$ cat src/rtl/mem_arbiter_pkg.sv
// Shared types and defaults for the two-port cache-line memory arbiter.
package mem_arbiter_pkg;

    localparam int ADDR_W_DEF = 28;
    localparam int DATA_W_DEF = 128;

    typedef enum logic [1:0] {
        ST_IDLE    = 2'd0,
        ST_SERVE   = 2'd1,
        ST_RELEASE = 2'd2
    } state_e;

    typedef enum logic {
        OWN_I = 1'b0,
        OWN_D = 1'b1
    } owner_e;

endpackage

$ cat src/rtl/mem_arbiter_rr.sv
// Two-way round-robin pick between the I- and D-cache requesters.
module mem_arb_rr
    import mem_arbiter_pkg::*;
(
    input  logic   clk,
    input  logic   rst_n,
    input  logic   ireq_i,
    input  logic   dreq_i,
    input  logic   take_i,
    output logic   gnt_vld_o,
    output owner_e gnt_own_o
);

    owner_e last_q;

    // On a tie the requester that did not own the previous grant wins.
    always_comb begin
        gnt_vld_o = ireq_i | dreq_i;
        if (ireq_i && dreq_i) begin
            gnt_own_o = (last_q == OWN_I) ? OWN_D : OWN_I;
        end else if (dreq_i) begin
            gnt_own_o = OWN_D;
        end else begin
            gnt_own_o = OWN_I;
        end
    end

    // Last-owner flag, updated only when a grant is actually taken.
    always_ff @(posedge clk or negedge rst_n) begin
        if (!rst_n) begin
            last_q <= OWN_I;
        end else if (take_i) begin
            last_q <= gnt_own_o;
        end else begin
            last_q <= last_q;
        end
    end

endmodule

$ cat src/rtl/mem_arbiter.sv
// Arbitrates I- and D-cache line requests onto a single memory port,
// one transaction at a time, with registered strobes and completion pulses.
module mem_arbiter
    import mem_arbiter_pkg::*;
#(
    parameter int ADDR_W = ADDR_W_DEF,
    parameter int DATA_W = DATA_W_DEF
) (
    input  logic              clk,
    input  logic              rst_n,
    input  logic              i_read,
    input  logic              i_write,
    input  logic [ADDR_W-1:0] i_addr,
    input  logic [DATA_W-1:0] i_wdata,
    output logic              i_ready,
    output logic [DATA_W-1:0] i_rdata,
    input  logic              d_read,
    input  logic              d_write,
    input  logic [ADDR_W-1:0] d_addr,
    input  logic [DATA_W-1:0] d_wdata,
    output logic              d_ready,
    output logic [DATA_W-1:0] d_rdata,
    output logic              mem_read,
    output logic              mem_write,
    output logic [ADDR_W-1:0] mem_addr,
    output logic [DATA_W-1:0] mem_wdata,
    input  logic              mem_ready,
    input  logic [DATA_W-1:0] mem_rdata
);

    state_e            state_q;
    owner_e            owner_q;
    logic              op_wr_q;
    logic              mem_read_q;
    logic              mem_write_q;
    logic [ADDR_W-1:0] mem_addr_q;
    logic [DATA_W-1:0] mem_wdata_q;
    logic              i_ready_q;
    logic              d_ready_q;
    logic [DATA_W-1:0] i_rdata_q;
    logic [DATA_W-1:0] d_rdata_q;

    logic              gnt_vld_s;
    owner_e            gnt_own_s;
    logic              take_s;
    logic              sel_wr_s;
    logic [ADDR_W-1:0] sel_addr_s;
    logic [DATA_W-1:0] sel_wdata_s;

    mem_arb_rr u_rr (
        .clk       (clk),
        .rst_n     (rst_n),
        .ireq_i    (i_read | i_write),
        .dreq_i    (d_read | d_write),
        .take_i    (take_s),
        .gnt_vld_o (gnt_vld_s),
        .gnt_own_o (gnt_own_s)
    );

    // Mux the winner's request; write beats read from the same requester.
    always_comb begin
        take_s = (state_q == ST_IDLE) && gnt_vld_s;
        if (gnt_own_s == OWN_D) begin
            sel_wr_s    = d_write;
            sel_addr_s  = d_addr;
            sel_wdata_s = d_wdata;
        end else begin
            sel_wr_s    = i_write;
            sel_addr_s  = i_addr;
            sel_wdata_s = i_wdata;
        end
    end

    // Arbiter FSM with all outputs registered.
    always_ff @(posedge clk or negedge rst_n) begin
        if (!rst_n) begin
            state_q     <= ST_IDLE;
            owner_q     <= OWN_I;
            op_wr_q     <= 1'b0;
            mem_read_q  <= 1'b0;
            mem_write_q <= 1'b0;
            mem_addr_q  <= {ADDR_W{1'b0}};
            mem_wdata_q <= {DATA_W{1'b0}};
            i_ready_q   <= 1'b0;
            d_ready_q   <= 1'b0;
            i_rdata_q   <= {DATA_W{1'b0}};
            d_rdata_q   <= {DATA_W{1'b0}};
        end else begin
            case (state_q)
                ST_IDLE: begin
                    i_ready_q <= 1'b0;
                    d_ready_q <= 1'b0;
                    if (take_s) begin
                        owner_q     <= gnt_own_s;
                        op_wr_q     <= sel_wr_s;
                        mem_addr_q  <= sel_addr_s;
                        mem_wdata_q <= sel_wdata_s;
                        mem_read_q  <= ~sel_wr_s;
                        mem_write_q <= sel_wr_s;
                        state_q     <= ST_SERVE;
                    end else begin
                        state_q     <= ST_IDLE;
                    end
                end
                ST_SERVE: begin
                    if (mem_ready) begin
                        mem_read_q  <= 1'b0;
                        mem_write_q <= 1'b0;
                        if (!op_wr_q && (owner_q == OWN_D)) begin
                            d_rdata_q <= mem_rdata;
                        end else if (!op_wr_q) begin
                            i_rdata_q <= mem_rdata;
                        end else begin
                            d_rdata_q <= d_rdata_q;
                        end
                        i_ready_q <= (owner_q == OWN_I);
                        d_ready_q <= (owner_q == OWN_D);
                        state_q   <= ST_RELEASE;
                    end else begin
                        state_q   <= ST_SERVE;
                    end
                end
                ST_RELEASE: begin
                    i_ready_q <= 1'b0;
                    d_ready_q <= 1'b0;
                    state_q   <= ST_IDLE;
                end
                default: begin
                    mem_read_q  <= 1'b0;
                    mem_write_q <= 1'b0;
                    i_ready_q   <= 1'b0;
                    d_ready_q   <= 1'b0;
                    state_q     <= ST_IDLE;
                end
            endcase
        end
    end

    assign mem_read  = mem_read_q;
    assign mem_write = mem_write_q;
    assign mem_addr  = mem_addr_q;
    assign mem_wdata = mem_wdata_q;
    assign i_ready   = i_ready_q;
    assign d_ready   = d_ready_q;
    assign i_rdata   = i_rdata_q;
    assign d_rdata   = d_rdata_q;

endmodule

$ cat config.mk
export PLATFORM = sky130hd
export DESIGN_NAME = mem_arbiter
export DESIGN_NICKNAME = d
export VERILOG_FILES = /design/src/rtl/mem_arbiter_pkg.sv /design/src/rtl/mem_arbiter_rr.sv /design/src/rtl/mem_arbiter.sv
export SDC_FILE = /design/constraint.sdc
export NUM_CORES = 1
export LEC_CHECK = 0
export CORE_AREA = 2 2 332 334
export CTS_CLUSTER_SIZE = 10
export DETAILED_ROUTE_END_ITERATION = 10
export DIE_AREA = 0 0 334 336
export PLACE_DENSITY = 0.43
export SLEW_MARGIN = 5
export SYNTH_ARGS = -nofsm -noshare
export SYNTH_HDL_FRONTEND = slang
export SYNTH_SLANG_ARGS = --single-unit
$ cat constraint.sdc
create_clock -name clk -period 2.2 [get_ports clk]
set_input_delay 0.33 -clock clk [delete_from_list [all_inputs] [get_ports clk]]
set_output_delay 0.33 -clock clk [all_outputs]
set_load 0.01 [all_outputs]
* Word level (Yosys, flattened, before mapping) *
Cells that the tools add are included.

operators by class
  equal/unequal tests = 4
  $mul = 0
  $lt $le $gt $ge = 0
  reductions and logical operators = 9
  bitwise gates (word level) = 8
  shift-type cells = 0
  add/sub/neg operators = 0
  divide/modulo/power cells = 0
  muxes and demuxes = 18

operators by type and width
  operator                                                         number
  128-bit two-way mux                                              1
  28-bit two-way mux                                               1
  1-bit two-way mux                                                12
  1-bit case mux with 3 select lines                               2
  3-bit AND reduction                                              2
  1-bit inverter                                                   5
  2-bit != test, second input constant                             2
  2-bit case mux with 2 select lines                               1
  4-bit AND reduction                                              1
  1-bit logical AND                                                3
  1-bit OR                                                         3
  2-bit by 1-bit == test with 1-bit output, second input constant  1
  2-bit == test, second input constant                             1
  2-bit logical NOT                                                1
  2-bit two-way mux                                                1
  2-bit AND reduction                                              1
  1-bit logical NOT                                                1

word-level totals
  flip-flop bits (word level) = 421
  memories = 0
  ROM bits = 0
  output and inout port bits = 416
  bits of input ports = 447
  bits in latches = 0
  logic and storage cells = 51
  RAM bits = 0

* Logic depth before layout (Yosys ltp) *
Gate-level depths: netlist (run 1).

  word-level depth = 7
  mapped depth = 7
  gate-level depth less buffers = 4

* Hierarchy *
Synthesis (run 1) repeated with hierarchy kept, for this count alone.

unflattened totals
  cells, all modules = 1,255
  area, all modules = 17,205.3 µm²

modules (own cells, without submodules)
  module       area an instance (µm²)  seq. area each (µm²)  times used  cells each
  mem_arbiter  17,147.7                10,510.1              1           1,251
  mem_arb_rr   57.6                    25.0                  1           4

* Worst setup path before layout (run 1) *
No wires, ideal clock.

  kind = flip-flop to flip-flop
  start point = register state_q[1]
  end point = register i_rdata_q[107] (netlist: i_rdata[107])
  buffers on the path = 2
  arrival = 1.511 ns
  data required time = 2.075 ns
  library setup time = 0.125 ns
  period minus slack after synthesis = 1.636 ns
  cell stages (with the launch flop) = 6
  path slack = 0.564 ns
  path through = dfrtp_1 > nand3b_1 > nor3_1 > buf_2 > buf_2 > mux2_2

between the ends
  word-level cells in the longest chain between the ends = 2

ends and longest elaborated chain
  element                                   RTL line            RTL
  start: declaration                        mem_arbiter.sv:31   state_e state_q;
  start signal: assignment                  mem_arbiter.sv:77   state_q <= ST_IDLE;
  start signal: assignment                  mem_arbiter.sv:100  state_q <= ST_SERVE;
  start signal: assignment                  mem_arbiter.sv:102  state_q <= ST_IDLE;
  2-bit by 1-bit == test with 1-bit output  mem_arbiter.sv:89   case (state_q)
  4-bit AND reduction (no source line)      -
  end signal: assignment                    mem_arbiter.sv:86   i_rdata_q <= {DATA_W{1'b0}};
  end signal: assignment                    mem_arbiter.sv:112  i_rdata_q <= mem_rdata;
  end: declaration                          mem_arbiter.sv:40   logic [DATA_W-1:0] i_rdata_q;

No other way between the ends.
A chain may end at the register's enable or synchronous reset.

* Worst setup path after layout (run 1) *
  start point = register i_ready_q (netlist: i_ready)
  end point = output i_ready

RTL lines
  element                   RTL line            RTL
  start: declaration        mem_arbiter.sv:38   logic i_ready_q;
  start signal: assignment  mem_arbiter.sv:116  i_ready_q <= (owner_q == OWN_I);
  end: declaration          mem_arbiter.sv:15   output logic i_ready,

No word-level cell between the ends.

==> reports/metrics.yaml, run 1 <==
coreArea_um2: 108000
path_cells: "clkdlybuf4s50_1"
ys_warn_count: 0
synth_seq_area_share_pct: 62.5
rows: 121
cp_slowest_cell: "clkdlybuf4s50_1"
syn-cell-area_um2: 16800
clk_pin_slew_worst_paths_ns: 0.06
drc: 0
viasPerCell: 3.91
crit_type: "flip-flop to output port"
die_w_um: 334
vias: 14900
cts_buffer_depth: 3
yosys.area.top_type: "dfrtp_1"
clockPowerShare_pct: 18.4
netlist.area_leader.share_pct: 62.5
mostFrequentLayoutCells: "clkdlybuf4s50_1, dfrtp_1, a21oi_1, mux2_2, nor2_1"
post-place-ws_ns: -0.223
utilization_pct: 27.2
r2r_start: "owner_q$_DFFE_PN0P_"
port_buffers: 862
rsz0062_at_grt: "false"
worstSkewPairLatency_ns: 0.63
hpwl_um: 62900
synth_nets: 1875
fin_area_um2: 29500
grt_use_total_pct: 13.5
antenna_found_initial: 8
setup_viol: 0
syn_area_per_cell_um2: 11.8
detail-route-antenna-nets: 0
cts_root_buffer: "clkbuf_16"
pwr-share-seq_pct: 32.5
ctsHtreeMaxLevel: 2
r2r_cells: 7
path_depth: 1
cp-start-kind: "flip-flop"
finalHoldViolations: 0
areaGrowthSynthToFinish_pct: 75.3
p_leak_uw: 0.0120
wl_um: 79000
min_period_ns: 2.10
synth_cell_type_count: 23
cpLargestDelayFamily: "buffers and inverters"
cp.required_ns: 1.87
fin_crit_sh_pct: 95.5
critical_path_arrival_ns: 1.77
timing.final.ws_setup_ns: 0.0988
crit_start: "i_ready$_DFFE_PN0P_"
grt_max_degree: 60
critPathMaxStageDelay_ns: 0.79
p_switching_uw: 15400
die-area_um2: 112000
cts_sinks: 420
maxSlewViolCount: 0
synthCells: 1428
final_nets: 2799
crit_buf_inv: 1
layout-drive-gt1-share_pct: 18.3
cap_violations: 0
dieHeight_um: 336
wl_per_cell_um: 20.8
holdCritPathClass: "input pin to async pin"
io-pin-count: 863
finClkSkew_ns: 0.0252
initial_core_util_pct: 15.5
synth.area.top_cells: "dfrtp_1, mux2_2, a21oi_1, nor2_1, nand2_1"
critPathCaptureType: "output port"
maxSlewHeadroom_pct: 65.7
p_int_uw: 27900
yosys_register_bits: 420
p_per_area_nw_per_um2: 1470
worst_pin_slew_ns: 0.514
cp_max_fo: 2
timing.fmax_mhz: 476
grt_first_pass_wirelength_um: 113000
drt_pass1_iterations: 5
cts_inserted_buffers: 52
place.gp.congestion: 0.860
grt_pass1_vias: 16000
status: "completed"
vdd_ir_drop_max_mv: 0.715
swShare_pct: 35.7
grt-ovfl-total: 0
first_iter_violations: 555
tritoncts: "done"
layout_commonest_cell: "clkdlybuf4s50_1"
placed_cell_area_um2: 27900
p_comb_share_pct: 49.0
==> layer usage <==
metal  vias to the layer above  part of all wire (%)  track usage [%]
met4                         6                   2.4             3.89
met5                         -                 0.052                0
li1                       6741                     -                -
met1                      7417                    39             15.3
met3                       102                   8.1             4.60
met2                       606                    51             24.1
==> synthesized netlist by cell type (all sizes together) <==
master,count
a31o,1
nor2b,1
nand2b,2
or3,1
a21o,1
nand2,159
buf,65
a211o,1
clkbuf,32
o21ai,6
mux2i,2
a21oi,313
nand3b,1
nor3,2
inv,2
mux2,256
nor2,161
nand3,1
dfrtp,420
a211oi,1
==> path summary, 6_finish.rpt <==
| check | end | slack, ns |
|---|---|---|
| min | mem_wdata[95]$_DFFE_PN0P_ | 0.21 |
| min in group clk | mem_addr[24]$_DFFE_PN0P_ | 0.25 |
| min reg2reg | d_rdata[102]$_DFFE_PN0P_ | 0.50 |
| max reg2reg | mem_wdata[50]$_DFFE_PN0P_ | 0.12 |
| max | i_ready | 0.1 |
| max in group asynchronous | i_rdata[56]$_DFFE_PN0P_ | 1.03 |
==> worst register-to-register path, cell delays in order (launching register included) <==
cell	delay, ns
dfrtp_1	0.57
o21ai_0	0.20
buf_4	0.19
nor2b_4	0.14
buf_12	0.18
a21oi_1	0.44
buf_4	0.18
a21oi_1	0.06
==> per-stage QoR <==
| step | std cells | hold WS, ns | setup TNS, ns | total power [uW] |
|---|---|---|---|---|
| floorplan | 1428 | 0.0344 | 0 | 22200 |
| global placement | 3711 | 0.324 | -1.92 | 35600 |
| detailed placement | 3711 | 0.309 | -2.49 | 35800 |
| CTS | 3797 | 0.190 | 0 | 44200 |
| global route | 3799 | 0.217 | 0 | 46000 |
| finish | 3799 | 0.213 | 0 | 43300 |
==> final cells by class <==
class | instances | area (um2)
fillers | 11400 | 78900
flip-flops and latches | 420 | 10500
repair buffers | 967 | 9810
multi-input cells | 909 | 5830
well taps | 1414 | 1770
clock buffers | 76 | 1470
clock inverters | 9 | 75.1
inverters | 2 | 7.51
diodes | 2 | 5.00
==> sequential cells by signal, indices dropped and copies added, names as in the netlist <==
name       flops
i_rdata      128
mem_addr      28
owner_q        1
mem_write      1
d_rdata      128
op_wr_q        1
mem_wdata    128
i_ready        1
d_ready        1
state_q        2
mem_read       1
==> logic make-up (layout without fill, tap and decap cells) <==
| group | after synthesis | in the layout | share of synthesized area (%) |
|---|---|---|---|
| compound gates | 323 | 323 | 9.69 |
| buf+inv | 99 | 1054 | 3.10 |
| flops | 420 | 420 | 62.5 |
| mux | 258 | 258 | 17.3 |
| other cells | 0 | 2 | 0 |
| simple gates | 328 | 328 | 7.43 |
==> power groups by stage <==
stage          combinational, uW  sequential [uW]  clock [uW]
3_3_place_gp               21500            14100           0
6_report                   21200            14100        7990
2_1_floorplan               6660            15500           0
3_5_place_dp               21600            14200           0
4_1_cts                    21700            14100        8350
5_1_grt                    22700            14600        8680
==> repair_timing <==
item                                   in CTS  in global routing
setup endpoints to repair                   2                  0
resized for setup                           2                  0
endpoints found under the hold margin      39                  0
setup buffers                               0                  0
hold buffers                                1                  0
No activity file was read; power rests on OpenSTA's default activity.
==> run 2, diff against run 1 <==
CORE_AREA = 2 2 337 339   (was 2 2 332 334)
DIE_AREA = 0 0 339 341   (was 0 0 334 336)
HOLD_SLACK_MARGIN = 0.06   (was default)
PLACE_DENSITY = 0.42   (was 0.43)
==> run 2 against run 1 <==
Compared with the run above: clock power grew 3%; total power increased by 0.43%; fmax grew 1.8%; count of clock-buffer cells in the layout up 2; global-route usage fell by 0.52 points; worst setup slack improved by 0.038 ns; critical path type unchanged; largest cell class unchanged.
==> reports/metrics.yaml, run 2 (synthesized netlist as in run 1, its figures left out) <==
status: "completed"
drt_pass1_iterations: 4  # -1
critical_path_arrival_ns: 1.73  # -0.04 ns
register_area_um2: 10500  # unchanged
finClkSkew_ns: 0.0140  # -0.0111 ns
maxSlewHeadroom_pct: 62.6  # -3.2 points
setup_viol: 0  # unchanged
placed_cell_area_um2: 28000  # +0.15%
detail-route-antenna-nets: 0  # unchanged
fillCellCount: 11800  # +4.1%
layout_commonest_cell: "clkdlybuf4s50_1"
cp_slowest_cell: "clkdlybuf4s50_1"
wl_um: 77900  # -1.3%
tritoncts: "done"
vdd_ir_drop_max_mv: 0.496  # -31%
critPathCaptureType: "output port"
coreArea_um2: 112000  # +3.2%
viasPerCell: 3.80  # -2.9%
drc: 0  # unchanged
grt-ovfl-total: 0  # unchanged
final_nets: 2799  # unchanged
place_inst: 3797  # +2.3%
mostFrequentLayoutCells: "clkdlybuf4s50_1, dfrtp_1, a21oi_1, mux2_2, nor2_1"
cp-start-kind: "flip-flop"
cp_max_fo: 2  # unchanged
fin_area_um2: 29600  # +0.32%
r2r_start: "owner_q$_DFFE_PN0P_"
crit_type: "flip-flop to output port"
die_w_um: 339  # +1.5%
grt_use_total_pct: 13.0  # -0.52 points
finalHoldViolations: 0  # unchanged
p_per_area_nw_per_um2: 1470  # +0.11%
post_cts_buffers: 0  # unchanged
worstSkewPairLatency_ns: 0.62  # about the same
first_iter_violations: 506  # -8.8%
grt_max_degree: 80  # +33%
io-pin-count: 863  # unchanged
cts_inserted_buffers: 52  # unchanged
path_cells: "clkdlybuf4s50_1"
min_period_ns: 2.06  # -0.0376 ns
maxSlewViolCount: 0  # unchanged
p_leak_uw: 0.0120  # about the same
cts_sinks: 420  # unchanged
multi_input_area_um2: 5830  # unchanged
layout-drive-gt1-share_pct: 18.2  # -0.10 points
hold_slack_ns: 0.227  # +0.0132 ns
die-area_um2: 116000  # +3.0%
grt_first_pass_wirelength_um: 112000  # -0.62%
antenna_found_initial: 14  # +6
hpwl_um: 62700  # -0.40%
place.gp.congestion: 0.858  # -0.24%
port_buffers: 862  # unchanged
crit_start: "mem_wdata[83]$_DFFE_PN0P_"
tns_ns: 0  # unchanged
rsz0062_at_grt: "false"
rows: 123  # +1.7%
crit_buf_inv: 1  # unchanged
cp.required_ns: 1.87  # about the same
cap_violations: 0  # unchanged
ctsHtreeMaxLevel: 2  # unchanged
stdcell_count: 3890  # +2.4%
holdCritPathClass: "input pin to async pin"
areaGrowthSynthToFinish_pct: 75.9
cts_buffer_depth: 3  # unchanged
vias: 14800  # -0.58%
cpLargestDelayFamily: "buffers and inverters"
fin_crit_sh_pct: 93.8  # -1.7 points
grt_pass1_vias: 16100  # +0.82%
cts_root_buffer: "clkbuf_16"
clk_pin_slew_worst_paths_ns: 0.06  # about the same
dieHeight_um: 341  # +1.5%
wl_per_cell_um: 20.0  # -3.6%
critPathMaxStageDelay_ns: 0.76  # -0.03 ns
initial_core_util_pct: 15.0  # -0.48 points
timing.fmax_mhz: 485  # +1.8%
worst_pin_slew_ns: 0.556  # +0.0416 ns
-- run 2: power breakdown --
group	switching (uW)	total, uW	leakage (uW)	internal [uW]
Clock	3420	8190	0.000768	4770
Sequential	2350	14000	0.00493	11700
Combinational	9670	21200	0.00626	11600
-- run 2: layout make-up --
class / instances / share of cell area, %
Multi-Input combinational cell: 909 / 19.7
Antenna cell: 10 / 0.0846
Clock inverter: 4 / 0.254
Tap cell: 1500 / 6.35
Clock buffer: 78 / 5.07
Timing Repair Buffer: 967 / 33.0
Sequential cell: 420 / 35.5
Inverter: 2 / 0.0254
-- run 2: repair_timing --
| action | in CTS | in global routing |
|---|---|---|
| setup endpoints to repair | 2 | 1 |
| hold buffers | 1 | 0 |
| gates cloned | 0 | 0 |
| resized for setup | 2 | 1 |
| hold endpoints to repair | 211 | 0 |
| pin swaps | 0 | 0 |
-- run 2: metrics by stage --
step / utilization [%] / setup slack, ns / power, uW
2_1_floorplan: - / 0.564 / 22200
3_3_place_gp: 25.0 / -0.0365 / 35600
3_5_place_dp: 25.0 / -0.0538 / 35900
4_1_cts: 26.4 / 0.00554 / 44400
5_1_grt: 26.4 / 0.0391 / 46300
6_report: 26.4 / 0.136 / 43500
-- run 2: path summary, 6_finish.rpt --
path / slack (ns) / cells past startpoint / to
max: 0.14 / 1 / mem_wdata[83]
min: 0.23 / 2 / d_rdata[100]$_DFFE_PN0P_
max reg2reg: 0.20 / 7 / mem_wdata[58]$_DFFE_PN0P_
min reg2reg: 0.50 / 1 / i_rdata[20]$_DFFE_PN0P_
max in group asynchronous: 1.13 / 3 / mem_wdata[40]$_DFFE_PN0P_
min in group clk: 0.25 / 3 / mem_wdata[20]$_DFFE_PN0P_
-- run 2: metal layers --
| metal | global-route usage [%] | routed length, um | vias up |
|---|---|---|---|
| met5 | 0 | 38 | - |
| met2 | 22.8 | 39500 | 578 |
| li1 | - | - | 6745 |
| met1 | 14.3 | 29200 | 7339 |
| met3 | 5.04 | 6780 | 118 |
| met4 | 4.68 | 2380 | 6 |
==> run 3, diff against run 2 <==
--- a/config.mk
+++ b/config.mk
@@ -7,8 +7,9 @@
 export LEC_CHECK = 0
-export CORE_AREA = 2 2 337 339
+export CORE_AREA = 2 2 332 334
 export CTS_CLUSTER_SIZE = 10
 export DETAILED_ROUTE_END_ITERATION = 10
-export DIE_AREA = 0 0 339 341
+export DIE_AREA = 0 0 334 336
 export HOLD_SLACK_MARGIN = 0.06
-export PLACE_DENSITY = 0.42
+export MAX_ROUTING_LAYER = met4
+export PLACE_DENSITY = 0.43
 export SLEW_MARGIN = 5
--- a/constraint.sdc
+++ b/constraint.sdc
@@ -3,2 +3,2 @@
 set_output_delay 0.33 -clock clk [all_outputs]
-set_load 0.01 [all_outputs]
+set_load 0.05 [all_outputs]
==> run 3 against run 2 <==
Compared with the run above: sequential share of layout area increased by 0.27 points; non-clock buffer count is 11 lower; die area down 2.9%; hold slack improved by 0.028 ns; wire length is 0.77% higher; register-to-register slack better by 0.05 ns; total power grew 25%; count of clock-buffer cells in the layout is 2 lower; critical path type unchanged.
==> reports/metrics.yaml, run 3 (synthesized netlist as in run 1, its figures left out) <==
first_iter_violations: 601  # +19%
cts_sinks: 420  # unchanged
wl_um: 78500  # +0.77%
grt_max_degree: 67  # -16%
grt_use_total_pct: 13.9  # +0.90 points
tritoncts: "done"
cts_buffer_depth: 3  # unchanged
worst_pin_slew_ns: 0.671  # +0.115 ns
min_period_ns: 2.13  # +0.0686 ns
p_int_uw: 27300  # -2.8%
io-pin-count: 863  # unchanged
worstSkewPairLatency_ns: 0.61  # about the same
cts_inserted_buffers: 53  # +1.9%
cp_max_fo: 2  # unchanged
tns_ns: 0  # unchanged
vias: 14600  # -1.2%
holdCritPathClass: "input pin to flip-flop"
maxSlewHeadroom_pct: 55.4  # -7.1 points
place.gp.congestion: 0.863  # +0.59%
finClkSkew_ns: 0.0263  # +0.0123 ns
final_nets: 2789  # -0.36%
grt_busiest_layer: "met2"
swShare_pct: 49.9  # +14 points
wl_per_cell_um: 20.7  # +3.3%
fillCellCount: 11400  # -3.4%
port_buffers: 862  # unchanged
crit_type: "flip-flop to output port"
ctsHtreeMaxLevel: 2  # unchanged
grt-ovfl-total: 0  # unchanged
p_per_area_nw_per_um2: 1860  # +26%
rows: 121  # -1.6%
critPathCaptureType: "output port"
maxSlewViolCount: 0  # unchanged
cp-start-kind: "flip-flop"
vdd_ir_drop_max_mv: 0.876  # +77%
place_inst: 3700  # -2.6%
die-area_um2: 112000  # -2.9%
cpLargestDelayFamily: "buffers and inverters"
gr-usage-met3_pct: 4.61  # -0.43 points
timing.fmax_mhz: 469  # -3.2%
cp.required_ns: 1.87  # about the same
clockPowerShare_pct: 15.4  # -3.4 points
hpwl_um: 62400  # -0.40%
setup_viol: 0  # unchanged
antenna_found_initial: 11  # -3
fin_crit_sh_pct: 96.9  # +3.1 points
critical_path_arrival_ns: 1.80  # +0.07 ns
p_switching_uw: 27200  # +76%
stdcell_count: 3794  # -2.5%
crit_buf_inv: 1  # unchanged
status: "completed"
drt_pass1_iterations: 5  # +1
dieHeight_um: 336  # -1.5%
cts_root_buffer: "clkbuf_16"
layout_commonest_cell: "clkdlybuf4s50_1"
grt_use_met1_pct: 15.1  # +0.86 points
hold_slack_ns: 0.255  # +0.0281 ns
initial_core_util_pct: 15.5  # +0.48 points
p_comb_share_pct: 59.0  # +10 points
p_leak_uw: 0.0125  # +4.7%
coreArea_um2: 108000  # -3.1%
die_w_um: 334  # -1.5%
mostFrequentLayoutCells: "clkdlybuf4s50_1, dfrtp_1, a21oi_1, mux2_2, nor2_1"
viasPerCell: 3.85  # +1.3%
finalHoldViolations: 0  # unchanged
layout-drive-gt1-share_pct: 19.5  # +1.3 points
drc: 0  # unchanged
grt_pass1_vias: 16100  # +0.12%
critPathMaxStageDelay_ns: 0.86  # +0.10 ns
timing.final.ws_setup_ns: 0.0679  # -0.0686 ns
cp_slowest_cell: "clkdlybuf4s50_1"
grtUsageMet2_pct: 24.5  # +1.8 points
clk_pin_slew_worst_paths_ns: 0.06  # about the same
path_cells: "clkdlybuf4s50_1"
cap_violations: 0  # unchanged
areaGrowthSynthToFinish_pct: 74.6
grt_first_pass_wirelength_um: 113000  # +0.71%
pwr-share-seq_pct: 25.6  # -6.7 points
post-place-ws_ns: -0.0346  # +0.0193 ns
detail-route-antenna-nets: 0  # unchanged
## run 3: changes by cell type in the layout (fill, tap and decap cells not counted), sizes merged
cell and change:
clkdlybuf4s50 -178, dlygate4sd2 +109, dlymetal6s2s +37, buf +21
clkinv +7, diode -3, clkbuf -2, inv -2
bufinv +1
## run 3: through the flow
step,util [%],cell area [um2],power (uW)
final,27.1,29300,54400
after global routing,27.1,29300,57200
after CTS,27.0,29200,55500
after detailed placement,25.6,27700,47500
after global placement,25.6,27700,47200
after floorplan,-,16800,33900
## run 3: path summary, 6_finish.rpt
kind                                     startpoint                        end  slack (ns)  cells after the start
setup / recovery           i_rdata[113]$_DFFE_PN0P_               i_rdata[113]        0.07                      1
hold / removal                          i_wdata[86]  mem_wdata[86]$_DFFE_PN0P_        0.25                      3
setup reg to reg               state_q[1]$_DFF_PN0_    d_rdata[27]$_DFFE_PN0P_        0.25                      4
hold reg to reg             d_rdata[12]$_DFFE_PN0P_    d_rdata[12]$_DFFE_PN0P_        0.50                      1
max in group asynchronous                     rst_n    i_rdata[41]$_DFFE_PN0P_        1.05                      3
min in group asynchronous                     rst_n   mem_wdata[8]$_DFFE_PN0P_        0.26                      2
## run 3: layer usage
layer	wire, um	vias to the layer above
met2	40500	597
met4	1630	0
li1	-	6729
met1	30200	7200
met5	0	-
met3	6200	79
## run 3: area by class of cell
type / count / area, um2 / share of cell area [%]
Clock inverter: 10 / 111 / 0.379
Tap cell: 1414 / 1770 / 6.03
Inverter: 2 / 7.51 / 0.0256
Clock buffer: 76 / 1520 / 5.19
Timing Repair Buffer: 956 / 9580 / 32.6
Antenna cell: 7 / 17.5 / 0.0597
Sequential cell: 420 / 10500 / 35.8
Multi-Input combinational cell: 909 / 5830 / 19.9
## run 3: tightest hold or removal path, cell delays in order
cell             delay [ns]
clkdlybuf4s50_1        0.40
nand2_1                0.05
a21oi_1                0.05
## run 3: repair_timing
action | 4_1_cts | 5_1_grt
hold endpoints to repair | 135 | 0
endpoints found under the setup margin | 111 | 38
buffers inserted | 0 | 0
hold buffers | 1 | 0
resized for setup | 111 | 38
## run 3: power groups by stage
stage / Combinational [uW] / Clock [uW] / Sequential [uW]
3_3_place_gp: 33100 / 0 / 14000
4_1_cts: 32700 / 8760 / 14000
5_1_grt: 33700 / 9060 / 14500
6_report: 32100 / 8390 / 13900
3_5_place_dp: 33300 / 0 / 14100
2_1_floorplan: 6660 / 0 / 27200
